**config.mk**
```make
export PLATFORM = sky130hd
export DESIGN_NAME = pxie_c2h_read_engine
export DESIGN_NICKNAME = d
export VERILOG_FILES = /design/src/rtl/pxie_pkg.sv /design/src/rtl/pxie_sync_fifo.sv /design/src/rtl/pxie_c2h_read_engine.sv
export SDC_FILE = /design/constraint.sdc
export NUM_CORES = 1
export LEC_CHECK = 0
export CAP_MARGIN = 20
export CORE_ASPECT_RATIO = 0.75
export CORE_MARGIN = 3
export CORE_UTILIZATION = 25
export CTS_CLUSTER_SIZE = 30
export DETAILED_ROUTE_END_ITERATION = 10
export DONT_BUFFER_PORTS = 1
export GPL_TIMING_DRIVEN = 0
export PLACE_DENSITY_LB_ADDON = 0.15
export SLEW_MARGIN = 5
export SYNTH_ARGS = -nofsm -noshare
export SYNTH_HDL_FRONTEND = slang
export SYNTH_SLANG_ARGS = --single-unit
export TNS_END_PERCENT = 100
```
**constraint.sdc**
```tcl
create_clock -name I_PXIE_CLK -period 10.8 [get_ports I_PXIE_CLK]
set_clock_uncertainty 0.05 [all_clocks]
set_input_delay 1.62 -clock I_PXIE_CLK [delete_from_list [all_inputs] [get_ports I_PXIE_CLK]]
set_output_delay 1.62 -clock I_PXIE_CLK [all_outputs]
set_load 0.05 [all_outputs]
```
**src/rtl/pxie_pkg.sv**
```systemverilog
// Shared PXIe definitions: header constants, the read-engine state type and a
// helper that builds the readback header word.
package pxie_pkg;

  localparam logic [15:0] PXIE_HDR_SYNC    = 16'heb9c;
  localparam logic [15:0] PXIE_CMD_READCFG = 16'h1010;

  typedef enum logic [2:0] {
    ST_IDLE,
    ST_HEAD,
    ST_READ,
    ST_DRAIN,
    ST_DONE
  } c2h_state_t;

  function automatic logic [127:0] c2h_header(input logic [15:0] addr, input logic [15:0] len);
    return {PXIE_HDR_SYNC, PXIE_CMD_READCFG, addr, len, 64'h0};
  endfunction

endpackage

```
**src/rtl/pxie_sync_fifo.sv**
```systemverilog
// Show-ahead synchronous FIFO: data_o always presents the oldest entry while
// the FIFO is not empty. Pushes when full and pops when empty are ignored.
module pxie_sync_fifo #(
  parameter int DATA_W = 128,
  parameter int DEPTH  = 8,
  parameter int CNT_W  = $clog2(DEPTH + 1)
) (
  input  logic              clk_i,
  input  logic              rst_i,
  input  logic              push_i,
  input  logic [DATA_W-1:0] data_i,
  input  logic              pop_i,
  output logic [DATA_W-1:0] data_o,
  output logic [CNT_W-1:0]  count_o,
  output logic              empty_o,
  output logic              full_o
);

  localparam int PTR_W = $clog2(DEPTH);

  logic [DATA_W-1:0] mem_q [DEPTH];
  logic [PTR_W-1:0]  wr_ptr_q, rd_ptr_q;
  logic [CNT_W-1:0]  count_q;
  logic              do_push, do_pop;

  assign empty_o = (count_q == '0);
  assign full_o  = (count_q == CNT_W'(DEPTH));
  assign do_push = push_i && !full_o;
  assign do_pop  = pop_i && !empty_o;
  assign data_o  = mem_q[rd_ptr_q];
  assign count_o = count_q;

  always_ff @(posedge clk_i) begin
    if (rst_i) begin
      wr_ptr_q <= '0;
      rd_ptr_q <= '0;
      count_q  <= '0;
    end else begin
      if (do_push) wr_ptr_q <= wr_ptr_q + PTR_W'(1);
      if (do_pop)  rd_ptr_q <= rd_ptr_q + PTR_W'(1);
      count_q <= count_q + CNT_W'(do_push) - CNT_W'(do_pop);
    end
  end

  // Storage carries no reset; validity is tracked entirely by the pointers.
  always_ff @(posedge clk_i) begin
    if (do_push) mem_q[wr_ptr_q] <= data_i;
  end

endmodule

```
**src/rtl/pxie_c2h_read_engine.sv**
```systemverilog
// Card-to-host read engine: emits a header word, then streams len RAM words
// to the PXIe TX path with full valid/ready backpressure.
module pxie_c2h_read_engine
  import pxie_pkg::*;
#(
  parameter int ADDR_W     = 16,
  parameter int DATA_W     = 128,
  parameter int RAM_LAT    = 2,
  parameter int FIFO_DEPTH = 8
) (
  input  logic              I_PXIE_CLK,
  input  logic              I_Rst,
  input  logic [ADDR_W-1:0] I_c2h_addr,
  input  logic [15:0]       I_c2h_len,
  input  logic              I_c2h_en,
  output logic [ADDR_W-1:0] O_ram_addr,
  output logic              O_ram_rden,
  input  logic [DATA_W-1:0] I_ram_data,
  output logic [DATA_W-1:0] O_tx_data,
  output logic              O_tx_vld,
  output logic              O_tx_last,
  input  logic              I_tx_rdy,
  output logic              O_busy,
  output logic              O_done,
  output logic              O_req_drop
);

  localparam int CNT_W = $clog2(FIFO_DEPTH + 1);

  c2h_state_t         state_q;
  logic [ADDR_W-1:0]  addr_q;
  logic [15:0]        len_q, remaining_q, sent_q;
  logic               busy_q, done_q, drop_q;
  logic [RAM_LAT-1:0] vld_sr_q;
  logic [CNT_W-1:0]   outst_q;

  logic [DATA_W-1:0]  fifo_head;
  logic [CNT_W-1:0]   fifo_count;
  logic               fifo_empty, fifo_full, fifo_push, fifo_pop;
  logic               data_phase, hdr_vld, data_vld, ram_rden;
  logic [CNT_W:0]     credit_used;

  assign data_phase  = (state_q == ST_READ) || (state_q == ST_DRAIN);
  assign hdr_vld     = (state_q == ST_HEAD);
  assign data_vld    = data_phase && !fifo_empty;
  assign fifo_push   = vld_sr_q[RAM_LAT-1];
  assign fifo_pop    = data_vld && I_tx_rdy;

  // Reads in flight count against FIFO space so returning data always fits.
  assign credit_used = {1'b0, fifo_count} + {1'b0, outst_q};
  assign ram_rden    = (state_q == ST_READ) && (remaining_q != '0) && !fifo_full &&
                       (credit_used < (CNT_W + 1)'(FIFO_DEPTH));

  assign O_ram_addr  = addr_q;
  assign O_ram_rden  = ram_rden;
  assign O_tx_vld    = hdr_vld || data_vld;
  assign O_tx_last   = hdr_vld ? (len_q == '0) : (data_vld && (sent_q == len_q - 16'd1));
  assign O_tx_data   = hdr_vld  ? DATA_W'(c2h_header(16'(addr_q), len_q)) :
                       data_vld ? fifo_head : '0;
  assign O_busy      = busy_q;
  assign O_done      = done_q;
  assign O_req_drop  = drop_q;

  pxie_sync_fifo #(
    .DATA_W (DATA_W),
    .DEPTH  (FIFO_DEPTH)
  ) u_fifo (
    .clk_i   (I_PXIE_CLK),
    .rst_i   (I_Rst),
    .push_i  (fifo_push),
    .data_i  (I_ram_data),
    .pop_i   (fifo_pop),
    .data_o  (fifo_head),
    .count_o (fifo_count),
    .empty_o (fifo_empty),
    .full_o  (fifo_full)
  );

  always_ff @(posedge I_PXIE_CLK) begin
    if (I_Rst) begin
      state_q     <= ST_IDLE;
      addr_q      <= '0;
      len_q       <= '0;
      remaining_q <= '0;
      sent_q      <= '0;
      busy_q      <= 1'b0;
      done_q      <= 1'b0;
      drop_q      <= 1'b0;
      vld_sr_q    <= '0;
      outst_q     <= '0;
    end else begin
      drop_q   <= I_c2h_en && (state_q != ST_IDLE);
      done_q   <= 1'b0;
      vld_sr_q <= RAM_LAT'({vld_sr_q, ram_rden});

      case ({ram_rden, fifo_push})
        2'b10:   outst_q <= outst_q + CNT_W'(1);
        2'b01:   outst_q <= outst_q - CNT_W'(1);
        default: outst_q <= outst_q;
      endcase

      if (fifo_pop) sent_q <= sent_q + 16'd1;

      case (state_q)
        ST_IDLE: begin
          if (I_c2h_en) begin
            addr_q      <= I_c2h_addr;
            len_q       <= I_c2h_len;
            remaining_q <= I_c2h_len;
            sent_q      <= '0;
            busy_q      <= 1'b1;
            state_q     <= ST_HEAD;
          end
        end
        ST_HEAD: begin
          if (I_tx_rdy) begin
            if (len_q == '0) begin
              done_q  <= 1'b1;
              state_q <= ST_DONE;
            end else begin
              state_q <= ST_READ;
            end
          end
        end
        ST_READ: begin
          if (ram_rden) begin
            addr_q      <= addr_q + ADDR_W'(1);
            remaining_q <= remaining_q - 16'd1;
            if (remaining_q == 16'd1) state_q <= ST_DRAIN;
          end
        end
        ST_DRAIN: begin
          // Finish in the cycle of the final handshake so O_done follows it directly.
          if ((outst_q == '0) && (fifo_empty || (fifo_pop && (fifo_count == CNT_W'(1))))) begin
            done_q  <= 1'b1;
            state_q <= ST_DONE;
          end
        end
        ST_DONE: begin
          busy_q  <= 1'b0;
          state_q <= ST_IDLE;
        end
        default: state_q <= ST_IDLE;
      endcase
    end
  end

endmodule

```
Yosys cells after proc, flatten, opt, wreduce, memory -nomap -nowiden
Memories as Yosys holds them, arrays and structs flattened. A register that Yosys moved wholly into a read port is not among the register bits.
Index checks and enable logic that the tools add are counted.
- memories: 1
- logic and storage cells: 100
- memory bits (writable): 1024
- output and inout bits: 150
- input bits: 164
- register bits: 86
- memory list (name ; words ; width ; read ports ; clocked after Yosys merged registers in ; wr ports ; RTL line ; source):
    u_fifo.mem_q ; 8 ; 128 ; 1 ; 1 ; 1 ; pxie_sync_fifo.sv:21 ; logic [DATA_W-1:0] mem_q [DEPTH];
- equality and inequality tests: 15
- order comparisons: 1
- multiplexer cells: 30
- add/sub/neg operators: 11
- reduce and logical (&&, ||, !) cells: 29
- operators with widths (kind ; number):
    $mux 128 ; 2
    $mux 16 ; 7
    $pmux 16 s2 ; 2
    $add 16x1->16 const B ; 2
    $sub 16x1->16 const B ; 2
    $mux 3 ; 8
    $eq 16x1->1 const B ; 1
    $eq 16x16->1 ; 1
    $logic_not 16->1 ; 1
    $reduce_bool 16->1 ; 1
    $pmux 3 s4 ; 1
    $logic_and 1x1->1 ; 11
    $logic_not 4->1 ; 2
    $pmux 4 s2 ; 1
    $mux 1 ; 7
    $add 3x1->3 const B ; 2
    $eq 3x2->1 const B ; 2
    $ne 2x2->1 const B ; 3
    $reduce_bool 2->1 ; 3
    $add 4x4->5 ; 1
    $lt 5x4->1 const B ; 1
    $reduce_and 5->1 ; 1
    $add 4x1->4 ; 1
    $add 4x1->4 const B ; 1
    16 further kinds ; 22

Depth between registers and ports, before layout
Gate-level depths: netlist (run 1).
- word-level depth: 9
- gate-level depth with buffers: 14
- mapped depth without buffers: 13

Cells and area by module
Synthesis (run 1) repeated with hierarchy kept, for this count alone.
- cell total of the unflattened synthesis: 2295
- area total of the unflattened synthesis: 45093.2 µm²
- by module, submodules not included (module ; instances ; area each (µm²) ; cells each ; sequential area each (µm²)):
    pxie_sync_fifo ; 1 ; 39638.0 ; 1560 ; 31009.7
    pxie_c2h_read_engine ; 1 ; 5455.2 ; 735 ; 1521.5

Worst setup path before layout (run 1)
No wires, ideal clock.
- kind: register to register
- from: reg u_fifo.count_q[2], in the netlist u_fifo.count_o[2]
- to: mem u_fifo.mem_q[0][0] (enable)
- path slack: 0.284 ns
- cell stages (with the launch flop): 8
- setup time: 0.772 ns
- required time: 9.978 ns
- arrival: 9.694 ns
- path buffers: 0
- clock period less this slack: 10.516 ns
- cell sequence: dfxtp_1 > inv_1 > ha_1 > or3b_2 > nand2_1 > inv_1 > nand2b_1 > nor3_1
- word-level cells in the longest chain between the ends: 5
- RTL lines (element ; RTL line ; source):
    start: declaration ; pxie_sync_fifo.sv:23 ; logic [CNT_W-1:0] count_q;
    start signal: assignment ; pxie_sync_fifo.sv:41 ; count_q <= count_q + CNT_W'(do_push) - CNT_W'(do_pop);
    $eq 4x4->1 ; pxie_sync_fifo.sv:27 ; assign full_o = (count_q == CNT_W'(DEPTH));
    $logic_not 1->1 ; pxie_sync_fifo.sv:28 ; assign do_push = push_i && !full_o;
    $logic_and 1x1->1 ; pxie_sync_fifo.sv:28 ;
    named net u_fifo.do_push ; pxie_sync_fifo.sv:24 ; logic do_push, do_pop;
    $mux 1 ; pxie_sync_fifo.sv:47 ; if (do_push) mem_q[wr_ptr_q] <= data_i;
    $mux 1 (not written as such) ; pxie_sync_fifo.sv:47 ;
    end: declaration ; pxie_sync_fifo.sv:21 ;
The timed path passes the listed nets, and every way through them passes these cells.

Worst setup path after layout (run 1)
- from: reg u_fifo.count_q[2], in the netlist u_fifo.count_o[2]
- to: out O_tx_vld
- word-level cells in the longest chain between the ends: 4
- RTL lines (element ; RTL line ; source):
    $logic_not 4->1 ; pxie_sync_fifo.sv:26 ; assign empty_o = (count_q == '0);
    $logic_not 1->1 ; pxie_c2h_read_engine.sv:45 ; assign data_vld = data_phase && !fifo_empty;
    $logic_and 1x1->1 ; pxie_c2h_read_engine.sv:45 ;
    $logic_or 1x1->1 ; pxie_c2h_read_engine.sv:56 ; assign O_tx_vld = hdr_vld || data_vld;
    end: declaration ; pxie_c2h_read_engine.sv:20 ; output logic O_tx_vld,
No other way between the ends.

==> impl_metrics.tcl, run 1 <==
set metrics [dict create \
    outcome "complete, no violations" \
    grt_pass1_vias 24134 \
    relSlewSlack_pct 26.50 \
    power_density_nw_per_um2 192.2 \
    ir_worst_vdd_mv 0.1301 \
    fin_nets 2736 \
    wl_per_cell_um 25.79 \
    first_iter_violations 1638 \
    cts_sinks 1113 \
    holdWs_ns 0.4062 \
    netlist_top_cells_area "edfxtp_1 70%, mux4_2 13%, dfxtp_1 4.1%" \
    drt_wl_total_um 129100 \
    fmax_mhz 168.6 \
    worstMarginPinSlew_ns 1.099 \
    synth_top_cell_area_share_pct 69.93 \
    grt_start_max_net_pins 21 \
    dp_hpwl_um 89500 \
    synth_enable_flop_cells 1024 \
    gr-total-overflow 0 \
    ys_seq_elements 1113 \
    worstSetupPathType "reg2out" \
    port_buffers 0 \
    synth_flop_cell "edfxtp_1" \
    post-synth-top-area-cell "edfxtp_1" \
    critPathMaxFanout 10 \
    cts_tree "yes" \
    finalSetupViolCount 0 \
    p_leak_nw 15.86 \
    via_per_inst 4.497 \
    path_clk_slew_ns 0.06 \
    grt_usage_pct 14.13 \
    firstDrtPassIters 5 \
    synth_area_um2 43970 \
    async_flop_share_pct 0 \
    cts_resized 0 \
    critPathArrivalTime_ns 4.26 \
    vias 22501 \
    hold_buffers 0 \
    post-synth-top-count-cell "edfxtp_1" \
    ys_warn_count 0 \
    die_w_um 490.3 \
    ioPinCount 314 \
    antenna_found_initial 4 \
    synth_area_per_cell_um2 19.00 \
    cts_made_buffers 120 \
    yosysUniqueCellTypes 71 \
    area_growth_pct 20.10 \
    rows 132 \
    dieArea_um2 181000 \
    critPathCaptureType "output port" \
    clk_latency_ns 0.71 \
    fin_crit_sh_pct 54.90 \
    drive_gt1_share_pct 23.52 \
    drc 0 \
    clockBufferDepth 3 \
    synthesis.nets 2500 \
    netlist_instances 2314 \
    hold_class "reg2reg" \
    cts_root_buf "clkbuf_16" \
    p_total_mw 10.15 \
    hold_viol 0 \
    place.gp.congestion 0.7881 \
    cts_setup_buffers 0 \
    worst_ep_required_time_ns 9.13 \
    seq_area_frac_synth_pct 73.98 \
    start_util_pct 25.31 \
    grt_first_pass_wirelength_um 183300 \
    h-tree-depth 3 \
    rsz0062_at_grt "false" \
    fp.dieH_um 369.2 \
    drv_cap 0 \
    core_um2 173700 \
    ys_top_cells_by_count "1024 x edfxtp_1, 256 x mux4_2, 158 x nor2_1" \
    fin_crit_ns 5.930 \
    cp-start-kind "flop" \
    slew_violations 0 \
    antenna_left 0 \
]
cells in the final DEF (no fill, tap or decap), drive strengths merged, types with 4 or more instances in the layout:
| cell type | instances |
|---|---|
| xor2 | 18 |
| nor2b | 4 |
| a21oi | 68 |
| o31ai | 4 |
| dfxtp | 89 |
| nand2 | 127 |
| nor2 | 159 |
| buf | 165 |
| edfxtp | 1024 |
| inv | 23 |
| nand2b | 8 |
| nor4 | 8 |
| ha | 20 |
| clkbuf | 227 |
| and4 | 4 |
| mux4 | 256 |
| xnor2 | 20 |
| a31oi | 6 |
| nor3 | 20 |
| and3 | 5 |
| mux2i | 133 |
| o22ai | 7 |
| a21o | 8 |
| nand4 | 11 |
| nand3 | 14 |
| clkinv | 53 |
| a2bb2oi | 4 |
| o21ai | 73 |
| o32ai | 5 |
| bufinv | 16 |
| or2 | 6 |
| a221oi | 5 |
| nor3b | 10 |
| clkinvlp | 9 |
| a211oi | 7 |
final timing paths:
check,start,endpoint,slack (ns),cells past startpoint
min reg2reg,vld_sr_q[0],vld_sr_q[1],0.41,1
max,u_fifo.count_o[2],O_tx_vld,4.87,8
min,vld_sr_q[0],vld_sr_q[1],0.41,1
max reg2reg,remaining_q[0],outst_q[3],6.77,14
worst max-delay path, cell delays in order, from the launching register on:
cell	delay, ns
dfxtp_1	0.32
inv_1	0.10
ha_1	0.18
nor3b_1	0.33
or2_2	0.24
clkbuf_2	0.42
clkbuf_1	0.68
clkbuf_1	0.66
nand2_1	0.60
cells by family after synthesis:
logic type / count (synthesis) / synth area share (%)
AO/OA/AOI/OAI: 207 / 2.905
XOR/XNOR: 38 / 0.7569
adder cells (fa/ha/maj): 22 / 0.6602
buffers and inverters: 150 / 1.426
flip-flops: 1113 / 73.98
multiplexers: 389 / 16.14
AND/OR/NAND/NOR: 395 / 4.129
where the power goes:
part,switching [mW],internal [mW]
registers,0.124,4.77
logic,0.679,0.319
clock network,1.77,2.48
total,2.57,7.57
layer usage:
layer	vias up	track usage, %	part of all wire (%)
met5	-	0	0
met4	0	3.447	2.1
met3	178	3.986	6.6
met2	574	23.40	48
met1	11945	18.29	43
li1	9804	-	-
metrics by stage:
step	setup TNS, ns	util, %	instance area [µm²]	instances	setup WS (ns)
6_report	0	30.39	52810	5004	4.870
5_1_grt	0	30.39	52810	5003	4.392
4_1_cts	0	30.37	52770	4999	4.501
3_5_place_dp	0	27.99	48640	4770	5.334
3_3_place_gp	-6725.03	27.00	46910	4659	-13.12
2_1_floorplan	0	-	43970	2314	0.2839
sequential cells by signal, indices dropped and copies added (netlist names), named ones only:
name	count
sent_q	16
O_done	1
u_fifo.count_o	4
vld_sr_q	2
O_busy	1
state_q	3
outst_q	4
len_q	16
u_fifo.wr_ptr_q	3
remaining_q	16
O_req_drop	1
O_ram_addr	16
u_fifo.mem_q	1024
u_fifo.rd_ptr_q	3
cell type report:
type                    instances  area [µm²]
fillers                     17044      120900
flip-flops and latches       1113       32530
multi-input cells            1051       10900
clock buffers                 148        3168
well taps                    2345        2934
repair buffers                114        1678
clock inverters                81       965.9
plain buffers                 130       555.5
inverters                      20       75.07
diodes                          2       5.005
No activity file was read; power rests on OpenSTA's default activity.
==> inputs of run 2 (changes only) <==
==> constraint.sdc (replaced) <==
create_clock -name I_PXIE_CLK -period 5 [get_ports I_PXIE_CLK]
set_clock_uncertainty 0.05 [all_clocks]
set_input_delay 0.75 -clock I_PXIE_CLK [delete_from_list [all_inputs] [get_ports I_PXIE_CLK]]
set_output_delay 0.75 -clock I_PXIE_CLK [all_outputs]
set_load 0.05 [all_outputs]
==> run 2 against run 1 <==
Compared with the run above: worst hold slack worse by 0.31 ns; utilization up 0.89 points; register-to-register slack worse by 5.8 ns; wire length about the same; largest power group unchanged; worst setup slack worse by 4.6 ns.
==> impl_metrics.tcl, run 2 (synthesized netlist as in run 1, its figures left out) <==
set metrics [dict create \
    fp.dieH_um 369.2 \
    p_sw_mw 5.629 \
    cts_sinks 1113 \
    grt_start_max_net_pins 21 \
    wl_per_cell_um 25.16 \
    power_density_nw_per_um2 405.4 \
    port_buffers 0 \
    slew_violations 0 \
    comb_power_share_pct 10.6 \
    first_iter_violations 1732 \
    firstDrtPassIters 5 \
    crit_path_top_delay_cell "nor2_1" \
    fmax_mhz 212.6 \
    largest_reg_flops 1024 \
    drv_cap 0 \
    start_util_pct 25.31 \
    grt_usage_pct 14.12 \
    relSlewSlack_pct 24.36 \
    finalSetupViolCount 0 \
    cts_setup_buffers 0 \
    hold_viol 0 \
    critPathCaptureType "output port" \
    grt_first_pass_wirelength_um 183300 \
    dieArea_um2 181000 \
    antenna_left 0 \
    antenna_found_initial 23 \
    p_total_mw 22.03 \
    hold_depth 0 \
    r2r_start "remaining_q[0]" \
    reg2reg_slack_ns 0.94 \
    n_fill_cell 16848 \
    finalInstanceArea_um2 54350 \
    place.gp.congestion 0.7911 \
    critPathArrivalTime_ns 3.90 \
    core_um2 173700 \
    p_int_mw 16.40 \
    top_register "u_fifo.mem_q" \
    cp-endpoint "O_tx_data[47]" \
    fin_crit_ns 4.703 \
    multi_input_area_um2 10930 \
    fin_nets 2853 \
    final_cell_mix "1024 x edfxtp_1, 256 x mux4_2, 147 x nor2_1" \
    final_common_cell "edfxtp_1" \
    startpoint "state_q[2]" \
    drc 0 \
    utilization_pct 31.28 \
    vias 23100 \
    pwr-share-seq_pct 48.0 \
    cp-start-kind "flop" \
    via_per_inst 4.501 \
    regArea_um2 32530 \
    fin_crit_sh_pct 94.07 \
    p_leak_nw 16.43 \
    path_clk_slew_ns 0.06 \
    cts_made_buffers 120 \
    fin_cells 5132 \
    crit_chain "clkbuf_1 -> nand2b_1 -> or2_2 -> clkbuf_2 -> buf_12 -> clkbuf_1 -> nor2_1" \
    drive_gt1_share_pct 22.47 \
    rows 132 \
    area_growth_pct 23.60 \
    setup_ws_ns 0.2967 \
    gr-total-overflow 0 \
    place_inst 4760 \
    drt_wl_total_um 129100 \
    outcome "complete, no violations" \
    die_w_um 490.3 \
    dp_hpwl_um 88740 \
    clk_latency_ns 0.73 \
    reg2regPathDepth 14 \
    clock_power_share_pct 41.4 \
    cts_root_buf "clkbuf_16" \
    hold_class "in2reg" \
    ioPinCount 314 \
    worstMarginPinSlew_ns 1.130 \
    worst_ep_required_time_ns 4.20 \
    max_stage_delay_ns 0.91 \
    holdWs_ns 0.09718 \
    timing.rr.end "outst_q[3]" \
    worstSetupPathType "reg2out" \
    cts_tree "yes" \
    h-tree-depth 3 \
    place_ws_ns 0.2563 \
    clockBufferDepth 3 \
    critPathMaxFanout 14 \
    crit_top_cell "clkbuf_1" \
    placed_area_um2 48910 \
    tns_ns 0 \
    swShare_pct 25.55 \
    grt_pass1_vias 24412 \
    ir_worst_vdd_mv 0.2713 \
]
-- run 2: changes by cell type in the layout (fill, tap and decap cells not counted), sizes merged --
cell and change:
clkbuf -9, diode +13, clkinv +7, bufinv +1
dlygate4sd3 +125, clkinvlp -6, inv +3, buf -6
-- run 2: how the worst min path moves through the flow --
stage                   startpoint             endpoint
finish              I_ram_data[76]  u_fifo.mem_q[5][76]
floorplan              vld_sr_q[0]          vld_sr_q[1]
CTS                 I_ram_data[76]  u_fifo.mem_q[7][76]
global placement       vld_sr_q[0]          vld_sr_q[1]
detailed placement     vld_sr_q[0]          vld_sr_q[1]
global route        I_ram_data[76]  u_fifo.mem_q[6][76]
-- run 2: timing repair --
action	CTS	global route
endpoints found under the setup margin	11	1
resized for setup	6	1
endpoints found under the hold margin	985	0
hold buffers	125	0
-- run 2: final cells by class --
class                           count  area share, %
Sequential cell                  1113          59.86
Multi-Input combinational cell   1051          20.12
Timing Repair Buffer              232          5.946
Clock buffer                      141          5.709
Tap cell                         2345          5.398
Clock inverter                     86          1.752
Buffer                            129          1.015
Inverter                           20         0.1381
Antenna cell                       15        0.06906
-- run 2: critical path: cells and delay by family (launching register included) --
kind / cells / cell delay [ns]
flops: 1 / 0.30
simple gates: 3 / 1.54
buf+inv: 4 / 1.27
-- run 2: power groups by stage --
stage / registers, mW / clock network, mW / logic (mW)
2_1_floorplan: 10.7 / 0 / 1.53
3_3_place_gp: 10.8 / 0 / 2.06
3_5_place_dp: 10.8 / 0 / 2.17
4_1_cts: 10.6 / 9.44 / 2.37
5_1_grt: 10.6 / 9.80 / 2.53
6_report: 10.6 / 9.11 / 2.34
-- run 2: routing by layer --
metal,vias to the layer above,track usage [%],wire [µm]
met1,12190,18.46,56190
met3,199,3.634,7757
li1,10078,-,-
met4,6,3.962,3500
met5,-,0,33
met2,627,23.21,61650
==> inputs of run 3 (changes only) <==
--- a/config.mk
+++ b/config.mk
@@ -9,6 +9,7 @@
 export CORE_ASPECT_RATIO = 0.75
 export CORE_MARGIN = 3
 export CORE_UTILIZATION = 25
+export CTS_CLUSTER_DIAMETER = 100
 export CTS_CLUSTER_SIZE = 30
 export DETAILED_ROUTE_END_ITERATION = 10
 export DONT_BUFFER_PORTS = 1
@@ -18,4 +19,4 @@
 export SYNTH_ARGS = -nofsm -noshare
 export SYNTH_HDL_FRONTEND = slang
 export SYNTH_SLANG_ARGS = --single-unit
-export TNS_END_PERCENT = 100
+export TNS_END_PERCENT = 50
==> run 3 against run 2 <==
Compared with the run above: wire length shrank 0.66%; largest cell class unchanged; combinational power shrank 5%; critical path depth shrank 2.
==> impl_metrics.tcl, run 3 (synthesized netlist as in run 1, its figures left out) <==
set metrics [dict create \
    via_per_inst 4.554 \
    start_util_pct 25.31 \
    path_clk_slew_ns 0.11 \
    hold_viol 0 \
    cts_made_buffers 46 \
    drt_wl_total_um 128300 \
    fin_crit_ns 4.782 \
    clockBufferDepth 3 \
    vias 22223 \
    p_sw_mw 4.779 \
    drc 0 \
    drv_cap 0 \
    critPathCaptureType "output port" \
    gr-total-overflow 0 \
    rsz0062_at_grt "true" \
    antenna_left 0 \
    cts_root_buf "clkbuf_16" \
    dp_hpwl_um 86860 \
    outcome "complete, no violations" \
    worstSetupPathType "reg2out" \
    power_density_nw_per_um2 347.0 \
    clock_power_share_pct 27.6 \
    grt_usage_pct 13.85 \
    p_total_mw 17.65 \
    placed_area_um2 48850 \
    grt_pass1_vias 23399 \
    first_iter_violations 1584 \
    slew_violations 0 \
    comb_power_share_pct 12.6 \
    drive_gt1_share_pct 19.73 \
    final_common_cell "edfxtp_1" \
    critPathArrivalTime_ns 3.98 \
    top_register "u_fifo.mem_q" \
    grt_first_pass_wirelength_um 179900 \
    clk_latency_ns 0.68 \
    ir_worst_vdd_mv 0.2589 \
    fin_nets 2695 \
    max_stage_delay_ns 0.84 \
    p_int_mw 12.87 \
    die_w_um 490.3 \
    fmax_mhz 209.1 \
    swShare_pct 27.08 \
    rows 132 \
    port_buffers 0 \
    worstMarginPinSlew_ns 1.172 \
    fp.dieH_um 369.2 \
    worst_ep_required_time_ns 4.20 \
    antenna_found_initial 12 \
    pwr-share-seq_pct 59.8 \
    finalSetupViolCount 0 \
    ioPinCount 314 \
    hold_class "in2reg" \
    core_um2 173700 \
    holdWs_ns 0.08768 \
    utilization_pct 29.27 \
    fin_crit_sh_pct 95.64 \
    cp-start-kind "flop" \
    relSlewSlack_pct 21.37 \
    critPathMaxFanout 10 \
    dieArea_um2 181000 \
    final_cell_mix "1024 x edfxtp_1, 256 x mux4_2, 146 x nor2_1" \
    cts_sinks 1113 \
    firstDrtPassIters 7 \
    cts_tree "yes" \
    crit_path_top_delay_cell "nor2_1" \
    finalInstanceArea_um2 50860 \
    grt_start_max_net_pins 32 \
    area_growth_pct 15.68 \
    place.gp.congestion 0.7963 \
    crit_chain "clkdlybuf4s15_1 -> clkbuf_1 -> mux4_2 -> mux2i_1 -> nor2_1" \
    largest_reg_flops 1024 \
    p_leak_nw 14.79 \
    h-tree-depth 2 \
    wl_per_cell_um 26.29 \
]
-- run 3: area by class of cell --
type,count,area (µm²)
antenna,6,15.01
buffer,130,576.8
clock buffer,55,1195
clock inverter,13,220.2
fill,17106,122900
inverter,20,75.07
multi-input combinational,1051,10930
sequential,1113,32530
tap,2345,2934
timing repair buffer,147,2385
-- run 3: critical path: cells and delay by family, from the launching register on --
family | cells | cell delay (ns)
multiplexers | 2 | 0.43
buffers and inverters | 2 | 1.55
AND/OR/NAND/NOR | 1 | 0.84
flip-flops | 1 | 0.44
-- run 3: path summary, 6_finish.rpt --
check,startpoint,end,slack [ns],cells past startpoint
worst max-delay path,flop,O_tx_data[113],0.22,5
worst min-delay path,I_ram_data[118],u_fifo.mem_q[6][118],0.09,0
worst min register to register,vld_sr_q[0],vld_sr_q[1],0.41,1
worst max register to register,remaining_q[0],outst_q[3],0.97,14
-- run 3: stage by stage --
stage | setup TNS (ns) | cells | setup WS [ns]
global route | -0.06415 | 4877 | -0.02670
floorplan | -1726.37 | 2314 | -2.073
detailed placement | 0 | 4752 | 0.3470
CTS | -0.003739 | 4873 | -0.003739
global placement | -9458.13 | 4659 | -10.45
finish | 0 | 4880 | 0.2179
-- run 3: layer usage --
layer / GRT usage (%) / up-vias / wire (µm)
met2: 23.99 / 546 / 64090
met1: 17.79 / 11955 / 54470
li1: - / 9628 / -
met3: 3.183 / 94 / 7631
met4: 2.645 / 0 / 2084
met5: 0 / - / 0
-- run 3: timing repair --
| item | CTS | global route |
|---|---|---|
| endpoints found under the hold margin | 260 | 0 |
| setup endpoints to repair | 16 | 4 |
| setup buffers | 0 | 0 |
| hold buffers | 53 | 0 |
| resized for setup | 11 | 3 |
-- run 3: power by group through the flow --
stage | Combinational, mW | Clock, mW | Sequential (mW)
2_1_floorplan | 1.53 | 0 | 10.7
3_3_place_gp | 2.07 | 0 | 10.8
3_5_place_dp | 2.18 | 0 | 10.8
4_1_cts | 2.25 | 5.10 | 10.6
5_1_grt | 2.39 | 5.40 | 10.6
6_report | 2.22 | 4.87 | 10.6
